==> src/rtl/multicycle_controller_if.sv <==
// multicycle_controller_if: instruction fields, memory handshake and datapath control strobes
interface multicycle_controller_if;
    logic [5:0] opcode;
    logic [5:0] funct;
    logic [4:0] rt;
    logic       zero;
    logic       mem_ready;
    logic       pc_write;
    logic       pc_write_cond;
    logic       i_or_d;
    logic       ir_write;
    logic       mem_read;
    logic       mem_write;
    logic       mem_to_reg;
    logic       reg_dst;
    logic       reg_write;
    logic       link;
    logic       alu_src_a;
    logic [1:0] alu_src_b;
    logic [3:0] alu_op;
    logic [1:0] mem_size;
    logic [1:0] pc_source;
    logic [3:0] state;

    modport master (
        input  opcode, funct, rt, zero, mem_ready,
        output pc_write, pc_write_cond, i_or_d, ir_write, mem_read, mem_write,
               mem_to_reg, reg_dst, reg_write, link, alu_src_a, alu_src_b,
               alu_op, mem_size, pc_source, state
    );

    modport slave (
        output opcode, funct, rt, zero, mem_ready,
        input  pc_write, pc_write_cond, i_or_d, ir_write, mem_read, mem_write,
               mem_to_reg, reg_dst, reg_write, link, alu_src_a, alu_src_b,
               alu_op, mem_size, pc_source, state
    );
endinterface

==> src/rtl/multicycle_controller.sv <==
// multicycle_controller: multicycle MIPS-style control FSM with Moore-decoded datapath strobes
module multicycle_controller (
    input logic                       clk,
    input logic                       rst_n,
    multicycle_controller_if.master   bus
);
    typedef enum logic [3:0] {
        FETCH  = 4'd0,
        DECODE = 4'd1,
        MEMADR = 4'd2,
        MEMRD  = 4'd3,
        MEMWB  = 4'd4,
        MEMWR  = 4'd5,
        EXEC   = 4'd6,
        ALUWB  = 4'd7,
        BRANCH = 4'd8,
        JUMP   = 4'd9,
        IEXEC  = 4'd10,
        IWB    = 4'd11
    } state_t;

    state_t     state;
    state_t     dec_next;
    logic       is_load, is_store, is_imm, is_br, is_rtype, is_jr, is_jal, br_ok;
    logic [1:0] mem_sz;
    logic [3:0] r_op, i_op, b_op;

    assign is_rtype = bus.opcode == 6'b000000;
    assign is_load  = bus.opcode inside {6'b100011, 6'b100001, 6'b100000};
    assign is_store = bus.opcode inside {6'b101011, 6'b101001, 6'b101000};
    assign is_imm   = bus.opcode inside {6'b001000, 6'b001100, 6'b001101, 6'b001010, 6'b001110};
    assign is_br    = bus.opcode inside {6'b000100, 6'b000101, 6'b000111, 6'b000110, 6'b000001};
    assign is_jr    = is_rtype && bus.funct == 6'b001000;
    assign is_jal   = bus.opcode == 6'b000011;
    // Low opcode bits distinguish word (11), half (01) and byte (00) accesses
    assign mem_sz   = bus.opcode[1:0] == 2'b11 ? 2'b00 : bus.opcode[0] ? 2'b01 : 2'b10;
    assign bus.state = state;

    // Decode-state successor and per-class ALU operation selection
    always_comb begin
        dec_next = (is_load || is_store) ? MEMADR :
                   is_jr ? JUMP :
                   (is_rtype && bus.funct == 6'b000000) ? FETCH :
                   is_rtype ? EXEC :
                   is_imm ? IEXEC :
                   is_br ? BRANCH :
                   (bus.opcode == 6'b000010 || is_jal) ? JUMP : FETCH;
        case (bus.funct)
            6'b100000: r_op = 4'b0010;
            6'b100010: r_op = 4'b0011;
            6'b011000: r_op = 4'b1001;
            6'b100100: r_op = 4'b0000;
            6'b100101: r_op = 4'b0001;
            6'b100111: r_op = 4'b0101;
            6'b100110: r_op = 4'b0110;
            6'b000010: r_op = 4'b1000;
            6'b101010: r_op = 4'b0100;
            default:   r_op = 4'b0010;
        endcase
        case (bus.opcode)
            6'b001100: i_op = 4'b0000;
            6'b001101: i_op = 4'b0001;
            6'b001010: i_op = 4'b0100;
            6'b001110: i_op = 4'b0110;
            default:   i_op = 4'b0010;
        endcase
        br_ok = 1'b1;
        case (bus.opcode)
            6'b000100: b_op = 4'b1011;
            6'b000101: b_op = 4'b1100;
            6'b000111: b_op = 4'b1101;
            6'b000110: b_op = 4'b1110;
            default: begin
                b_op  = bus.rt == 5'b00001 ? 4'b1010 : bus.rt == 5'b00000 ? 4'b1111 : 4'b0010;
                br_ok = bus.rt inside {5'b00000, 5'b00001};
            end
        endcase
    end

    // State register; reset aborts any access and returns to FETCH at once
    always_ff @(posedge clk or negedge rst_n) begin
        if (!rst_n) begin
            state <= FETCH;
        end else begin
            case (state)
                FETCH:   state <= bus.mem_ready ? DECODE : FETCH;
                DECODE:  state <= dec_next;
                MEMADR:  state <= is_store ? MEMWR : MEMRD;
                MEMRD:   state <= bus.mem_ready ? MEMWB : MEMRD;
                MEMWR:   state <= bus.mem_ready ? FETCH : MEMWR;
                EXEC:    state <= ALUWB;
                IEXEC:   state <= IWB;
                default: state <= FETCH;
            endcase
        end
    end

    // Moore output decode; only FETCH's IR/PC writes depend on the memory handshake
    always_comb begin
        bus.pc_write      = 1'b0;
        bus.pc_write_cond = 1'b0;
        bus.i_or_d        = 1'b0;
        bus.ir_write      = 1'b0;
        bus.mem_read      = 1'b0;
        bus.mem_write     = 1'b0;
        bus.mem_to_reg    = 1'b0;
        bus.reg_dst       = 1'b0;
        bus.reg_write     = 1'b0;
        bus.link          = 1'b0;
        bus.alu_src_a     = 1'b0;
        bus.alu_src_b     = 2'b00;
        bus.alu_op        = 4'b0010;
        bus.mem_size      = 2'b00;
        bus.pc_source     = 2'b00;
        case (state)
            FETCH: begin
                bus.mem_read  = 1'b1;
                bus.alu_src_b = 2'b01;
                bus.ir_write  = bus.mem_ready;
                bus.pc_write  = bus.mem_ready;
            end
            DECODE: bus.alu_src_b = 2'b11;
            MEMADR: begin
                bus.alu_src_a = 1'b1;
                bus.alu_src_b = 2'b10;
                bus.mem_size  = mem_sz;
            end
            MEMRD: begin
                bus.mem_read = 1'b1;
                bus.i_or_d   = 1'b1;
                bus.mem_size = mem_sz;
            end
            MEMWR: begin
                bus.mem_write = 1'b1;
                bus.i_or_d    = 1'b1;
                bus.mem_size  = mem_sz;
            end
            MEMWB: begin
                bus.reg_write  = 1'b1;
                bus.mem_to_reg = 1'b1;
                bus.mem_size   = mem_sz;
            end
            EXEC: begin
                bus.alu_src_a = 1'b1;
                bus.alu_op    = r_op;
            end
            ALUWB: begin
                bus.reg_write = 1'b1;
                bus.reg_dst   = 1'b1;
            end
            IEXEC: begin
                bus.alu_src_a = 1'b1;
                bus.alu_src_b = 2'b10;
                bus.alu_op    = i_op;
            end
            IWB: bus.reg_write = 1'b1;
            BRANCH: begin
                bus.alu_src_a     = 1'b1;
                bus.pc_write_cond = br_ok;
                bus.pc_source     = 2'b01;
                bus.alu_op        = b_op;
            end
            JUMP: begin
                bus.pc_write  = 1'b1;
                bus.pc_source = is_jr ? 2'b11 : 2'b10;
                bus.reg_write = is_jal;
                bus.link      = is_jal;
            end
            default: ;
        endcase
    end
endmodule
==> src/flat_wrapper.sv <==
// flat-port wrapper written by rule: the top's interface ports become plain ports
module multicycle_controller_flat 
  (clk, rst_n, bus_opcode, bus_funct, bus_rt, bus_zero, bus_mem_ready, bus_pc_write, bus_pc_write_cond, bus_i_or_d, bus_ir_write, bus_mem_read, bus_mem_write, bus_mem_to_reg, bus_reg_dst, bus_reg_write, bus_link, bus_alu_src_a, bus_alu_src_b, bus_alu_op, bus_mem_size, bus_pc_source, bus_state);
  multicycle_controller_if bus_i ();
  input logic clk;
  input logic rst_n;
  input wire logic [$bits(bus_i.opcode)-1:0] bus_opcode;
  input wire logic [$bits(bus_i.funct)-1:0] bus_funct;
  input wire logic [$bits(bus_i.rt)-1:0] bus_rt;
  input wire logic [$bits(bus_i.zero)-1:0] bus_zero;
  input wire logic [$bits(bus_i.mem_ready)-1:0] bus_mem_ready;
  output wire logic [$bits(bus_i.pc_write)-1:0] bus_pc_write;
  output wire logic [$bits(bus_i.pc_write_cond)-1:0] bus_pc_write_cond;
  output wire logic [$bits(bus_i.i_or_d)-1:0] bus_i_or_d;
  output wire logic [$bits(bus_i.ir_write)-1:0] bus_ir_write;
  output wire logic [$bits(bus_i.mem_read)-1:0] bus_mem_read;
  output wire logic [$bits(bus_i.mem_write)-1:0] bus_mem_write;
  output wire logic [$bits(bus_i.mem_to_reg)-1:0] bus_mem_to_reg;
  output wire logic [$bits(bus_i.reg_dst)-1:0] bus_reg_dst;
  output wire logic [$bits(bus_i.reg_write)-1:0] bus_reg_write;
  output wire logic [$bits(bus_i.link)-1:0] bus_link;
  output wire logic [$bits(bus_i.alu_src_a)-1:0] bus_alu_src_a;
  output wire logic [$bits(bus_i.alu_src_b)-1:0] bus_alu_src_b;
  output wire logic [$bits(bus_i.alu_op)-1:0] bus_alu_op;
  output wire logic [$bits(bus_i.mem_size)-1:0] bus_mem_size;
  output wire logic [$bits(bus_i.pc_source)-1:0] bus_pc_source;
  output wire logic [$bits(bus_i.state)-1:0] bus_state;
  assign bus_i.opcode = bus_opcode;
  assign bus_i.funct = bus_funct;
  assign bus_i.rt = bus_rt;
  assign bus_i.zero = bus_zero;
  assign bus_i.mem_ready = bus_mem_ready;
  assign bus_pc_write = bus_i.pc_write;
  assign bus_pc_write_cond = bus_i.pc_write_cond;
  assign bus_i_or_d = bus_i.i_or_d;
  assign bus_ir_write = bus_i.ir_write;
  assign bus_mem_read = bus_i.mem_read;
  assign bus_mem_write = bus_i.mem_write;
  assign bus_mem_to_reg = bus_i.mem_to_reg;
  assign bus_reg_dst = bus_i.reg_dst;
  assign bus_reg_write = bus_i.reg_write;
  assign bus_link = bus_i.link;
  assign bus_alu_src_a = bus_i.alu_src_a;
  assign bus_alu_src_b = bus_i.alu_src_b;
  assign bus_alu_op = bus_i.alu_op;
  assign bus_mem_size = bus_i.mem_size;
  assign bus_pc_source = bus_i.pc_source;
  assign bus_state = bus_i.state;
  multicycle_controller u_core (.clk(clk), .rst_n(rst_n), .bus(bus_i));
endmodule
==> config.mk <==
export PLATFORM = sky130hd
export DESIGN_NAME = multicycle_controller_flat
export DESIGN_NICKNAME = d
export VERILOG_FILES = /design/src/rtl/multicycle_controller_if.sv /design/src/rtl/multicycle_controller.sv /design/src/flat_wrapper.sv
export SDC_FILE = /design/constraint.sdc
export NUM_CORES = 1
export LEC_CHECK = 0
export CAP_MARGIN = 10
export CORE_ASPECT_RATIO = 1.25
export CORE_UTILIZATION = 39
export DETAILED_ROUTE_END_ITERATION = 12
export PLACE_DENSITY_LB_ADDON = 0.05
export SYNTH_ARGS = -nofsm -noshare
export SYNTH_HDL_FRONTEND = slang
export SYNTH_SLANG_ARGS = --single-unit
==> constraint.sdc <==
create_clock -name clk -period 2.6 [get_ports clk]
set_clock_uncertainty 0.15 [all_clocks]
set_input_delay 0.52 -clock clk [delete_from_list [all_inputs] [get_ports clk]]
set_output_delay 0.52 -clock clk [all_outputs]
set_load 0.03 [all_outputs]
# ---- Word-level counts from Yosys, hierarchy flattened
# Cells that the tools add are included.
dict set report op_classes {
  eq_ne 40
  muxes 36
  n_reduce_logical 20
}
# operator count
set ops {}
lappend ops {{6-bit equality test (second input constant)} 12}
lappend ops {{6-bit by 4-bit equality test with 1-bit output (second input constant)} 6}
lappend ops {{4-bit 2-to-1 mux} 9}
lappend ops {{4-bit one-hot mux with 8 select lines} 1}
lappend ops {{4-bit one-hot mux with 7 select lines} 1}
lappend ops {{6-bit by 3-bit equality test with 1-bit output (second input constant)} 4}
lappend ops {{6-bit by 2-bit equality test with 1-bit output (second input constant)} 3}
lappend ops {{4-bit by 3-bit equality test with 1-bit output (second input constant)} 4}
lappend ops {{4-bit equality test (second input constant)} 4}
lappend ops {{4-bit one-hot mux with 4 select lines} 1}
lappend ops {{6-bit logical NOT} 2}
lappend ops {{1-bit 2-to-1 mux} 12}
lappend ops {{3-bit one-hot mux with 4 select lines} 1}
lappend ops {{4-bit one-hot mux with 3 select lines} 1}
lappend ops {{4-bit OR reduction} 3}
lappend ops {{5-bit nonzero test} 2}
lappend ops {{3-bit 2-to-1 mux} 3}
lappend ops {{4-bit by 2-bit equality test with 1-bit output (second input constant)} 2}
lappend ops {{6-bit by 1-bit equality test with 1-bit output (second input constant)} 1}
lappend ops {{6-bit by 5-bit equality test with 1-bit output (second input constant)} 1}
lappend ops {{2-bit 2-to-1 mux} 3}
lappend ops {{2-bit one-hot mux with 3 select lines} 1}
lappend ops {{3-bit nonzero test} 2}
lappend ops {{2-bit OR reduction} 3}
lappend ops {{other kinds (11)} 14}
dict set report word_totals {
  reg_bits 4
  input_bits 21
  output_inout_bits 25
  wordCells 97
}

# ---- Logic depth before layout (Yosys ltp)
dict set report logic_depth {
  ltp_word 10
  ltp_mapped 5
  mapped_depth_nobuf 4
}

# ---- Worst setup path before layout
# Ideal clock, no wire load.
dict set report synth_path {
  path_type {flip-flop to output port}
  from {reg u_core.state[1], in the netlist u_core.bus.state[1]}
  to {out bus_alu_op[3]}
  t_arrival_ps 2120
  required_time_ps 1930
  path_slack_ps -190
  path_stages_with_launch 6
  n_path_buf 1
  cell_sequence {dfrtp_1 -> clkbuf_1 -> nor2b_1 -> nand2_1 -> or4_1 -> o21ai_0}
}
dict set report synth_via {
  elab_chain_len 2
  elab_cells_between_ends 4
  cone_classes {eq/ne: 3; mux: 1}
}
# element line_no
set synth_lines {}
lappend synth_lines {{from (decl)} multicycle_controller.sv:22} ;# state_t state;
lappend synth_lines {{from (signal assigned)} multicycle_controller.sv:86} ;# FETCH: state <= bus.mem_ready ? DECODE : FETCH;
lappend synth_lines {{from (signal assigned)} multicycle_controller.sv:87} ;# DECODE: state <= dec_next;
lappend synth_lines {{from (signal assigned)} multicycle_controller.sv:88} ;# MEMADR: state <= is_store ? MEMWR : MEMRD;
lappend synth_lines {{4-bit equality test / 4-bit by 3-bit equality test with 1-bit output (equally long branches)} multicycle_controller.sv:115} ;# case (state)
lappend synth_lines {{4-bit one-hot mux with 3 select lines *} multicycle_controller.sv:115}
lappend synth_lines {{to (decl)} flat_wrapper.sv:24} ;# output wire logic [$bits(bus_i.alu_op)-1:0] bus_alu_op;
# Mark *: on every way between the ends. The rest lies on a longest branch, timed or not.

# ---- Final worst setup path
dict set report layout_path {
  from {in bus_opcode[5]}
  to {out bus_alu_op[0]}
}
dict set report layout_via {
  elab_chain_len 3
  elab_cells_between_ends 11
  cone_classes {eq/ne: 8; mux: 3}
}
# element line_no
set layout_lines {}
lappend layout_lines {{from (decl)} flat_wrapper.sv:7} ;# input wire logic [$bits(bus_i.opcode)-1:0] bus_opcode;
lappend layout_lines {{6-bit by 3-bit equality test with 1-bit output / 6-bit by 4-bit equality test with 1-bit output (equally long branches)} {multicycle_controller.sv:68, multicycle_controller.sv:60}}
lappend layout_lines {{4-bit one-hot mux with 4 select lines / 3-bit one-hot mux with 4 select lines (equally long branches)} {multicycle_controller.sv:68, multicycle_controller.sv:60}}
lappend layout_lines {{4-bit one-hot mux with 3 select lines *} multicycle_controller.sv:115}
# Marks and branches as above.

==> results.yml <==
sta:
  fmax_ghz: 0.381
  rsz0062_at_grt: "true"
  slew_viol_final: 0
  hold_ws_ps: 328
  hold_viol: 0
  period_share: 1.01
  min_period_ps: 2630
  slew_headroom: 0.762
  tns_ps: -41.7
  fin_ws_ps: -27.9
  setup_viol: 2
  worst_slew_pin_slew_ps: 352
finish:
  largest_reg_flops: 4
  fin_util: 0.877
  fillers: 110
  antennaDiodeCount: 0
  largestRegisters: "u_core.bus.state (4)"
  multi_input_area_um2: 797
  layout-drive-gt1-share: 0.414
  synthToLayoutAreaGrowth_pct: 105
  nNetsFinal: 250
  final_cell_mix: "buf_4 (55), nor2_1 (17), clkdlybuf4s50_1 (15)"
  final_common_cell: "buf_4"
  seq_area_um2: 101
  finalInstanceArea_um2: 1800
  regMostFlops: "u_core.bus.state"
detailed_routing:
  drt-initial-drc-count: 74
  wirelength_mm: 3.89
  ant_nets: 0
  drt_first_pass_iters: 4
  via_per_inst: 5.83
  via_count: 1498
  wl_per_cell_um: 15.1
  drc: 0
die:
  dieArea_um2: 2440
  io_pins: 46
  fp.dieH_um: 55.0
  core-area_um2: 2050
  die_x_um: 44.4
  initial_core_util: 0.427
  rows: 18
run_status:
  status: "complete, but fails checks"
  violations: "negative setup slack"
logic_synthesis:
  synth_area_um2: 876
  synth.avg_cell_area_um2: 6.49
  synth_top_area_cell: "dfrtp_1"
  synth_top_area_frac: 0.114
  synthCells: 135
  synthTopCellsByArea: "dfrtp_1 (11%), nand2b_1 (7.9%), nor2_1 (7.3%)"
  yosys_register_bits: 4
  syn_nets: 156
  synth_cell_type_count: 44
  synth-edff-count: 0
  ys_seq_area_frac: 0.114
  ys_async_sr_fraction: 1.00
  synthFlopType: "dfrtp_1"
  synth_warnings: 0
clock_tree:
  insertion_delay_ps: 240
  cts_made_buffers: 3
  cts_max_level: 1
  clk_pin_slew_worst_paths_ps: 40
  cts_tree: "built"
  root_buffer: "clkbuf_4"
  cts_sinks: 4
  clockBufferDepth: 2
placement:
  place_area_um2: 1580
  gp_congestion: 0.936
  hpwl_mm: 2.63
  port_buffers: 44
setup_path:
  startpoint_type: "input port"
  crit_chain: "clkdlybuf4s15_1 > buf_4 > nor2_1 > buf_4 > nand4_1 > or2_2 > o211ai_1 > buf_4"
  end_kind: "output pin"
  cp_max_fo: 5
  crit_family: "buffers and inverters"
  crit_top_cell: "buf_4"
  crit_arrival_ps: 1960
  critical_path_class: "in -> out"
  crit_path_max_incr_delay_ps: 320
  cp.required_ps: 1930
  crit_path_top_delay_cell: "or2_2"
  cp.buffers_inverters: 4
  rrSetupSlack_ps: 440
global_routing:
  antenna_found_initial: 0
  grt_pass1_wl_mm: 5.78
  first_global_vias: 1375
  grt_util_all_layers: 0.316
  grt_max_degree: 20
  gr-total-overflow: 0
power_and_ir_drop:
  leakagePower_nw: 0.876
  power_density_nw_per_um2: 632
  p_total_mw: 1.14
  vdd_ir_drop_max_v: 0.000504
hold_path:
  hold_path.class: "in -> async"
flow_run:
  cap_viol_max_count: 0
metal layers:
layer,wire (um),track usage
met3,248,0.0617
met2,2060,0.608
met1,1420,0.326
met5,0,0
met4,155,0.146
cell families (layout without fill, tap and decap cells):
kind of cell / after synthesis / in the layout / share of synthesized area
simple gates: 76 / 76 / 0.497
compound gates: 40 / 40 / 0.310
buf+inv: 14 / 106 / 0.0686
flops: 4 / 4 / 0.114
xor+xnor: 1 / 1 / 0.0100
cell type report:
| class | count | share of cell area |
|---|---|---|
| inverters | 6 | 0.0125 |
| flip-flops and latches | 4 | 0.0564 |
| clock buffers | 3 | 0.0125 |
| repair buffers | 97 | 0.454 |
| well taps | 30 | 0.0209 |
| multi-input cells | 117 | 0.443 |
synthesized netlist by cell type (all sizes together) (2+ instances only):
cell and count:
nor2b 7, nand2b 11, a211oi 2, nand2 6
nand3 3, or2 4, o21bai 2, and3 5
a21oi 6, buf 2, nand4 4, dfrtp 4
nor4b 2, a21o 3, clkbuf 6, o21ai 11
o221ai 2, nor2 17, nor3 5, or4 3
inv 6, nor4 3, a31oi 2, a32oi 2
path summary, 6_finish.rpt:
path / from / end / depth (start not counted)
setup / recovery: bus_opcode[5] / bus_alu_op[0] / 8
hold / removal: rst_n / u_core.bus.state[1] / 1
setup reg to reg: u_core.bus.state[1] / u_core.bus.state[2] / 6
hold reg to reg: u_core.bus.state[1] / u_core.bus.state[0] / 2
max in group asynchronous: rst_n / u_core.bus.state[2] / 1
min in group clk: u_core.bus.state[1] / u_core.bus.state[0] / 2
what timing repair did:
action,4_1_cts,5_1_grt
pin swaps,6,2
cloned,0,0
endpoints found under the hold margin,0,0
setup endpoints to repair,11,9
buffers inserted,12,5
resized for setup,45,20
hold buffers,0,0
power by group:
group          total, mW  internal [mW]  switching, mW
logic              0.947          0.401          0.546
clock network     0.0790         0.0518         0.0273
registers          0.110         0.0846         0.0255
metrics by stage:
stage / cells / worst slack, ps
final: 257 / -27.9
after detailed placement: 237 / -464
after CTS: 252 / 3.75
after global placement: 237 / -449
after floorplan: 135 / 4.45
after global routing: 257 / -89.4
(Power assumes the default switching activity.)
